### src/rtl/gb_defs.sv
// Shared definitions for the interrupt controller: source bit indices,
// register addresses, controller FSM encoding and the vector base.
package gb_defs;

   // Interrupt source bit positions (bit 0 = highest priority)
   localparam int INT_VBLANK = 0;
   localparam int INT_STAT   = 1;
   localparam int INT_TIMER  = 2;
   localparam int INT_SERIAL = 3;
   localparam int INT_JOYPAD = 4;

   localparam int NUM_INT_SRC = 5;

   // Memory-mapped register addresses
   localparam logic [15:0] IF_ADDR_DEFAULT = 16'hFF0F;
   localparam logic [15:0] IE_ADDR_DEFAULT = 16'hFFFF;

   // Vector for source k is INT_VEC_BASE + 8*k
   localparam logic [15:0] INT_VEC_BASE = 16'h0040;

   // Controller FSM states
   typedef enum logic [1:0] {
      INT_IDLE     = 2'd0,
      INT_REQ      = 2'd1,
      INT_DISPATCH = 2'd2
   } int_state_t;

   // Jump target for a given vector index
   function automatic logic [15:0] int_vector(input logic [2:0] idx);
      return INT_VEC_BASE + {10'd0, idx, 3'b000};
   endfunction

endpackage

### src/rtl/int_prio_enc.sv
// Lowest-set-bit priority encoder: bit 0 wins. Produces a valid flag and
// the 3-bit index of the winning request.
module int_prio_enc #(
   parameter int W = 5
) (
   input  logic [W-1:0] req,
   output logic         valid,
   output logic [2:0]   idx
);

   // Scan from the top down so the lowest set bit is the last assignment
   always_comb begin
      valid = |req;
      idx   = 3'd0;
      for (int i = W - 1; i >= 0; i--) begin
         if (req[i]) begin
            idx = 3'(i);
         end
      end
   end

endmodule

### src/rtl/int_ctrl_mod.sv
// Interrupt controller feeding the PC stage. Holds IF/IE/IME, raises a
// registered request to control, and on acknowledge latches the vector
// index of the highest-priority pending source (or flags a lost request).
// Optional feature macro: INT_CTRL_HALT_WAKE_EN adds a registered HALT
// wake-up output that ignores IME; without it halt_wake is tied low.
module int_ctrl_mod
   import gb_defs::*;
#(
   parameter int          NUM_INT = NUM_INT_SRC,
   parameter logic [15:0] IF_ADDR = IF_ADDR_DEFAULT,
   parameter logic [15:0] IE_ADDR = IE_ADDR_DEFAULT
) (
   input  logic               clock,
   input  logic               reset,
   input  logic [NUM_INT-1:0] int_req,
   input  logic [15:0]        mem_addr,
   input  logic [7:0]         mem_wr_data,
   input  logic               mem_wr,
   output logic [7:0]         mem_rd_data,
   input  logic               ime_set_dly,
   input  logic               ime_set_now,
   input  logic               ime_clr,
   input  logic               instr_boundary,
   input  logic               int_ack,
   output logic               int_pending,
   output logic [2:0]         int_pc_out,
   output logic               int_vec_zero,
   output logic               halt_wake
);

   logic [NUM_INT-1:0] if_reg, if_next;
   logic [7:0]         ie_reg, ie_next;
   logic               ime_reg, ime_next;
   logic               ime_dly_reg, ime_dly_next;
   logic               pend_reg, pend_next;
   logic [2:0]         pc_reg, pc_next;
   logic               vz_reg, vz_next;
   int_state_t         state_reg, state_next;

   logic [NUM_INT-1:0] masked;
   logic               cond;
   logic               enc_valid;
   logic [2:0]         enc_idx;
   logic               dispatch;
   logic               if_wr;
   logic               ie_wr;

   assign if_wr    = mem_wr && (mem_addr == IF_ADDR);
   assign ie_wr    = mem_wr && (mem_addr == IE_ADDR);
   assign masked   = ie_reg[NUM_INT-1:0] & if_reg;
   assign cond     = ime_reg && (|masked);
   // An ack is honoured in IDLE and REQ; a repeat strobe during DISPATCH is ignored
   assign dispatch = int_ack && (state_reg != INT_DISPATCH);

   int_prio_enc #(
      .W (NUM_INT)
   ) u_prio_enc (
      .req   (masked),
      .valid (enc_valid),
      .idx   (enc_idx)
   );

   // Per-bit IF update: CPU write or ack clear first, then hardware set on top
   genvar gi;
   generate
      for (gi = 0; gi < NUM_INT; gi++) begin : g_if_bit
         logic ack_clr;
         logic sw_val;
         assign ack_clr = dispatch && enc_valid && (enc_idx == 3'(gi));
         assign sw_val  = if_wr ? mem_wr_data[gi] : if_reg[gi];
         assign if_next[gi] = int_req[gi] | (sw_val & ~ack_clr);
      end
   endgenerate

   assign ie_next = ie_wr ? mem_wr_data : ie_reg;

   // IME control: later statements take priority (ack/DI > RETI > EI)
   always_comb begin
      ime_next     = ime_reg;
      ime_dly_next = ime_dly_reg;
      if (instr_boundary && ime_dly_reg) begin
         ime_next     = 1'b1;
         ime_dly_next = 1'b0;
      end
      if (ime_set_dly) begin
         ime_dly_next = 1'b1;
      end
      if (ime_set_now) begin
         ime_next = 1'b1;
      end
      if (ime_clr) begin
         ime_next     = 1'b0;
         ime_dly_next = 1'b0;
      end
      if (dispatch) begin
         ime_next     = 1'b0;
         ime_dly_next = 1'b0;
      end
   end

   // Next-state logic for the request/dispatch handshake
   always_comb begin
      state_next = state_reg;
      case (state_reg)
         INT_IDLE: begin
            if (dispatch) begin
               state_next = INT_DISPATCH;
            end else if (pend_reg) begin
               state_next = INT_REQ;
            end
         end
         INT_REQ: begin
            if (dispatch) begin
               state_next = INT_DISPATCH;
            end else if (!cond) begin
               state_next = INT_IDLE;
            end
         end
         INT_DISPATCH: begin
            state_next = INT_IDLE;
         end
         default: begin
            state_next = INT_IDLE;
         end
      endcase
   end

   // Pending request is suppressed for the cycle spent in DISPATCH
   assign pend_next = cond && (state_next != INT_DISPATCH);

   // Latch the dispatched vector index, or flag a lost request
   always_comb begin
      pc_next = pc_reg;
      vz_next = vz_reg;
      if (dispatch) begin
         if (enc_valid) begin
            pc_next = enc_idx;
            vz_next = 1'b0;
         end else begin
            pc_next = 3'd0;
            vz_next = 1'b1;
         end
      end
   end

   // State registers
   always_ff @(posedge clock or negedge reset) begin
      if (!reset) begin
         if_reg      <= '0;
         ie_reg      <= '0;
         ime_reg     <= 1'b0;
         ime_dly_reg <= 1'b0;
         pend_reg    <= 1'b0;
         pc_reg      <= 3'd0;
         vz_reg      <= 1'b0;
         state_reg   <= INT_IDLE;
      end else begin
         if_reg      <= if_next;
         ie_reg      <= ie_next;
         ime_reg     <= ime_next;
         ime_dly_reg <= ime_dly_next;
         pend_reg    <= pend_next;
         pc_reg      <= pc_next;
         vz_reg      <= vz_next;
         state_reg   <= state_next;
      end
   end

   // Register readback; unused upper IF bits read as 1
   always_comb begin
      mem_rd_data = 8'h00;
      if (mem_addr == IF_ADDR) begin
         mem_rd_data = {{(8 - NUM_INT){1'b1}}, if_reg};
      end else if (mem_addr == IE_ADDR) begin
         mem_rd_data = ie_reg;
      end
   end

   assign int_pending  = pend_reg;
   assign int_pc_out   = pc_reg;
   assign int_vec_zero = vz_reg;

`ifdef INT_CTRL_HALT_WAKE_EN
   logic halt_wake_reg;

   // HALT wake-up from any enabled flag, regardless of IME
   always_ff @(posedge clock or negedge reset) begin
      if (!reset) begin
         halt_wake_reg <= 1'b0;
      end else begin
         halt_wake_reg <= |masked;
      end
   end

   assign halt_wake = halt_wake_reg;
`else
   assign halt_wake = 1'b0;
`endif

endmodule

### config.mk
export PLATFORM = sky130hd
export DESIGN_NAME = int_ctrl_mod
export DESIGN_NICKNAME = d
export VERILOG_FILES = /design/src/rtl/gb_defs.sv /design/src/rtl/int_prio_enc.sv /design/src/rtl/int_ctrl_mod.sv
export SDC_FILE = /design/constraint.sdc
export NUM_CORES = 1
export LEC_CHECK = 0
export BUFFER_PORTS_ARGS = -buffer_cell sky130_fd_sc_hd__buf_2
export CAP_MARGIN = 10
export CORE_UTILIZATION = 48
export DETAILED_ROUTE_END_ITERATION = 12
export GPL_ROUTABILITY_DRIVEN = 1
export PLACE_DENSITY = 0.9
export SLEW_MARGIN = 20
export SYNTH_ARGS = -nofsm -noshare
export SYNTH_HDL_FRONTEND = slang
export SYNTH_HIERARCHICAL = 1
export SYNTH_SLANG_ARGS = --single-unit
### constraint.sdc
create_clock -name clock -period 2.03 [get_ports clock]
set_clock_uncertainty 0.15 [all_clocks]
set_input_delay 0.203 -clock clock [delete_from_list [all_inputs] [get_ports clock]]
set_output_delay 0.203 -clock clock [all_outputs]
set_load 0.1 [all_outputs]
==> out/qor.yml <==
drv_cap: 0
ys_ff_latch: 22
clock-sinks: 22
synth_area_leader_cell: "dfrtp_1"
grt_use_met2: 0.540
layout_common_cells: "buf_2, dfrtp_1, dlygate4sd3_1"
synth-warning-count: 6
cp-end-kind: "register"
portBuffers: 49
initial_core_util: 0.510
crit_slowest_cell: "dfrtp_1"
grt_max_degree: 23
n_fill_cell: 148
status: "complete, no violations"
cts_buffer_depth: 2
synth_top_area_frac: 0.432
die_x_um: 53.5
ant_nets: 0
syn_area_sq_um: 1270
root_buffer: "clkbuf_4"
critPathKind: "register to register"
diodes: 0
finalHoldViolCount: 0
drc: 0
vias: 1482
routed_wl_um: 4970
ctsHtreeMaxLevel: 1
multi_input_area_sq_um: 741
worstPathArrival_ps: 2090
ff2ff_setup_slack_ps: 10
grt_pass1_vias: 1399
top_level_ports: 51
largest_register_ffs: 8
use_met3: 0.105
track_usage: 0.330
clkTransAtPathRegs_ps: 140
syn-mean-instance-area_sq_um: 10.5
hold_start: "ime_set_dly"
fin_nets: 236
max_freq_mhz: 495
hold-worst-slack_ps: 24.7
die_area_sq_um: 2870
antenna_found_initial: 0
mostFrequentLayoutCell: "buf_2"
drt_pass1_iterations: 5
slew_headroom: 0.619
place_hpwl_um: 2650
ys_seq_area_frac: 0.432
r2r_end: "if_reg[0]$_DFF_PN0_"
register_area_sq_um: 551
hold_path_class: "primary input to register"
hold_path_end: "ime_dly_reg$_DFFE_PN0P_"
gp_congestion: 0.879
syn_nets: 159
place_area_sq_um: 1700
cp-start-kind: "register"
max-vdd-ir-drop_v: 0.000436
rr_worst_depth: 7
period_minus_slack_ps: 2020
clk_latency_ps: 330
core_area_sq_um: 2500
slew_viol_final: 0
leakage_nw: 0.980
design_area_sq_um: 1980
gr-total-overflow: 0
busiest_layer: "met2"
vias_per_cell: 6.50
synthTopCellsByArea: "dfrtp_1, mux2_2, nand4_1, a22o_1, nand3_1"
cp_cell_sequence: "and2_2 -> nor4_4 -> nand2b_1 -> nor3b_1 -> nand4b_1 -> a31oi_1 -> nand3_1"
max_stage_delay_ps: 450
ys_types: 30
cts_tree: "yes"
worstPathRequired_ps: 2100
syn_inst: 122
finalPower_mw: 0.846
synth_edf_count: 0
synth_ff_type: "dfrtp_1"
rows: 18
worst_pin_slew_ps: 566
die_y_um: 53.5
setup_viol: 0
min_path_cells: 3
area_delta_synth_final_pct: 55.3
grt_pass1_wl_um: 6490
power.density_nw_per_um2: 427
crit_path_max_fanout: 4
cts_buffers: 3
first_iter_violations: 85
gr-usage-met1: 0.376
async_reset_ff_frac: 1.00
drt-wirelength-per-cell_um: 21.8
final_layout_size_suffix_gt1_frac: 0.500
crit-reg2reg-launch: "ie_reg[0]$_DFFE_PN0P_"
min_period_over_period: 0.994
-- final cells by class --
class | count | area share
multi-input cells | 93 | 0.374
repair buffers | 75 | 0.303
flip-flops and latches | 22 | 0.278
well taps | 30 | 0.0190
clock buffers | 4 | 0.0183
inverters | 4 | 0.00758
-- Yosys cell counts, types with 4 or more instances --
cell	number
and2_1	7
nor2b_1	4
mux2_2	6
a31oi_1	6
inv_1	4
dfrtp_1	22
nor3_1	4
nand3_1	10
nand4_1	10
nand2_1	8
a22o_1	6
-- stage by stage --
stage | setup slack (ps) | utilization | setup TNS (ps) | instances
3_3_place_gp | 118 | 0.678 | 0 | 201
3_5_place_dp | -29.6 | 0.678 | -29.6 | 201
6_report | 11.5 | 0.792 | 0 | 228
2_1_floorplan | 84.4 | - | 0 | 122
4_1_cts | 3.06 | 0.752 | 0 | 219
5_1_grt | -72.8 | 0.792 | -165 | 228
-- critical path: cells and delay by family (launching register included) --
family | cells | cell delay, ps
compound gates | 1 | 260
flops | 1 | 450
simple gates | 6 | 1060
-- power breakdown --
| part | leakage [nW] | internal, mW | switching, mW |
|---|---|---|---|
| logic | 0.684 | 0.0580 | 0.0879 |
| registers | 0.275 | 0.445 | 0.00435 |
| clock network | 0.0210 | 0.110 | 0.141 |
| total | 0.980 | 0.612 | 0.234 |
-- cells by family (layout without fill, tap and decap cells) --
group | Yosys count | after routing | share of synthesized area
AND/OR/NAND/NOR | 62 | 62 | 0.340
flip-flops | 22 | 22 | 0.432
AO/OA/AOI/OAI | 21 | 21 | 0.114
multiplexers | 9 | 9 | 0.0883
buffers and inverters | 7 | 83 | 0.0236
other | 1 | 1 | 0.00294
-- how the worst max path moves through the flow --
stage / slack (ps) / startpoint / end
3_3_place_gp: 120 / mem_addr[4] / mem_rd_data[2]
6_report: 10 / ie_reg[0]$_DFFE_PN0P_ / if_reg[0]$_DFF_PN0_
3_5_place_dp: -30 / if_reg[2]$_DFF_PN0_ / if_reg[3]$_DFF_PN0_
4_1_cts: 3 / if_reg[2]$_DFF_PN0_ / if_reg[3]$_DFF_PN0_
5_1_grt: -70 / if_reg[1]$_DFF_PN0_ / if_reg[3]$_DFF_PN0_
2_1_floorplan: 80 / mem_addr[4] / mem_rd_data[0]
-- repair_timing --
| action | CTS | global route |
|---|---|---|
| hold endpoints to repair | 36 | 2 |
| buffers inserted | 0 | 7 |
| pin swaps | 0 | 9 |
| gates resized for setup | 2 | 9 |
| hold buffers | 14 | 2 |
| setup endpoints to repair | 1 | 6 |
-- routing by layer --
metal  wire, um  share of wire
met1       1770           0.36
met2       2430           0.49
met3        497           0.10
met4        268          0.054
met5          0              0
(Power assumes the default switching activity.)
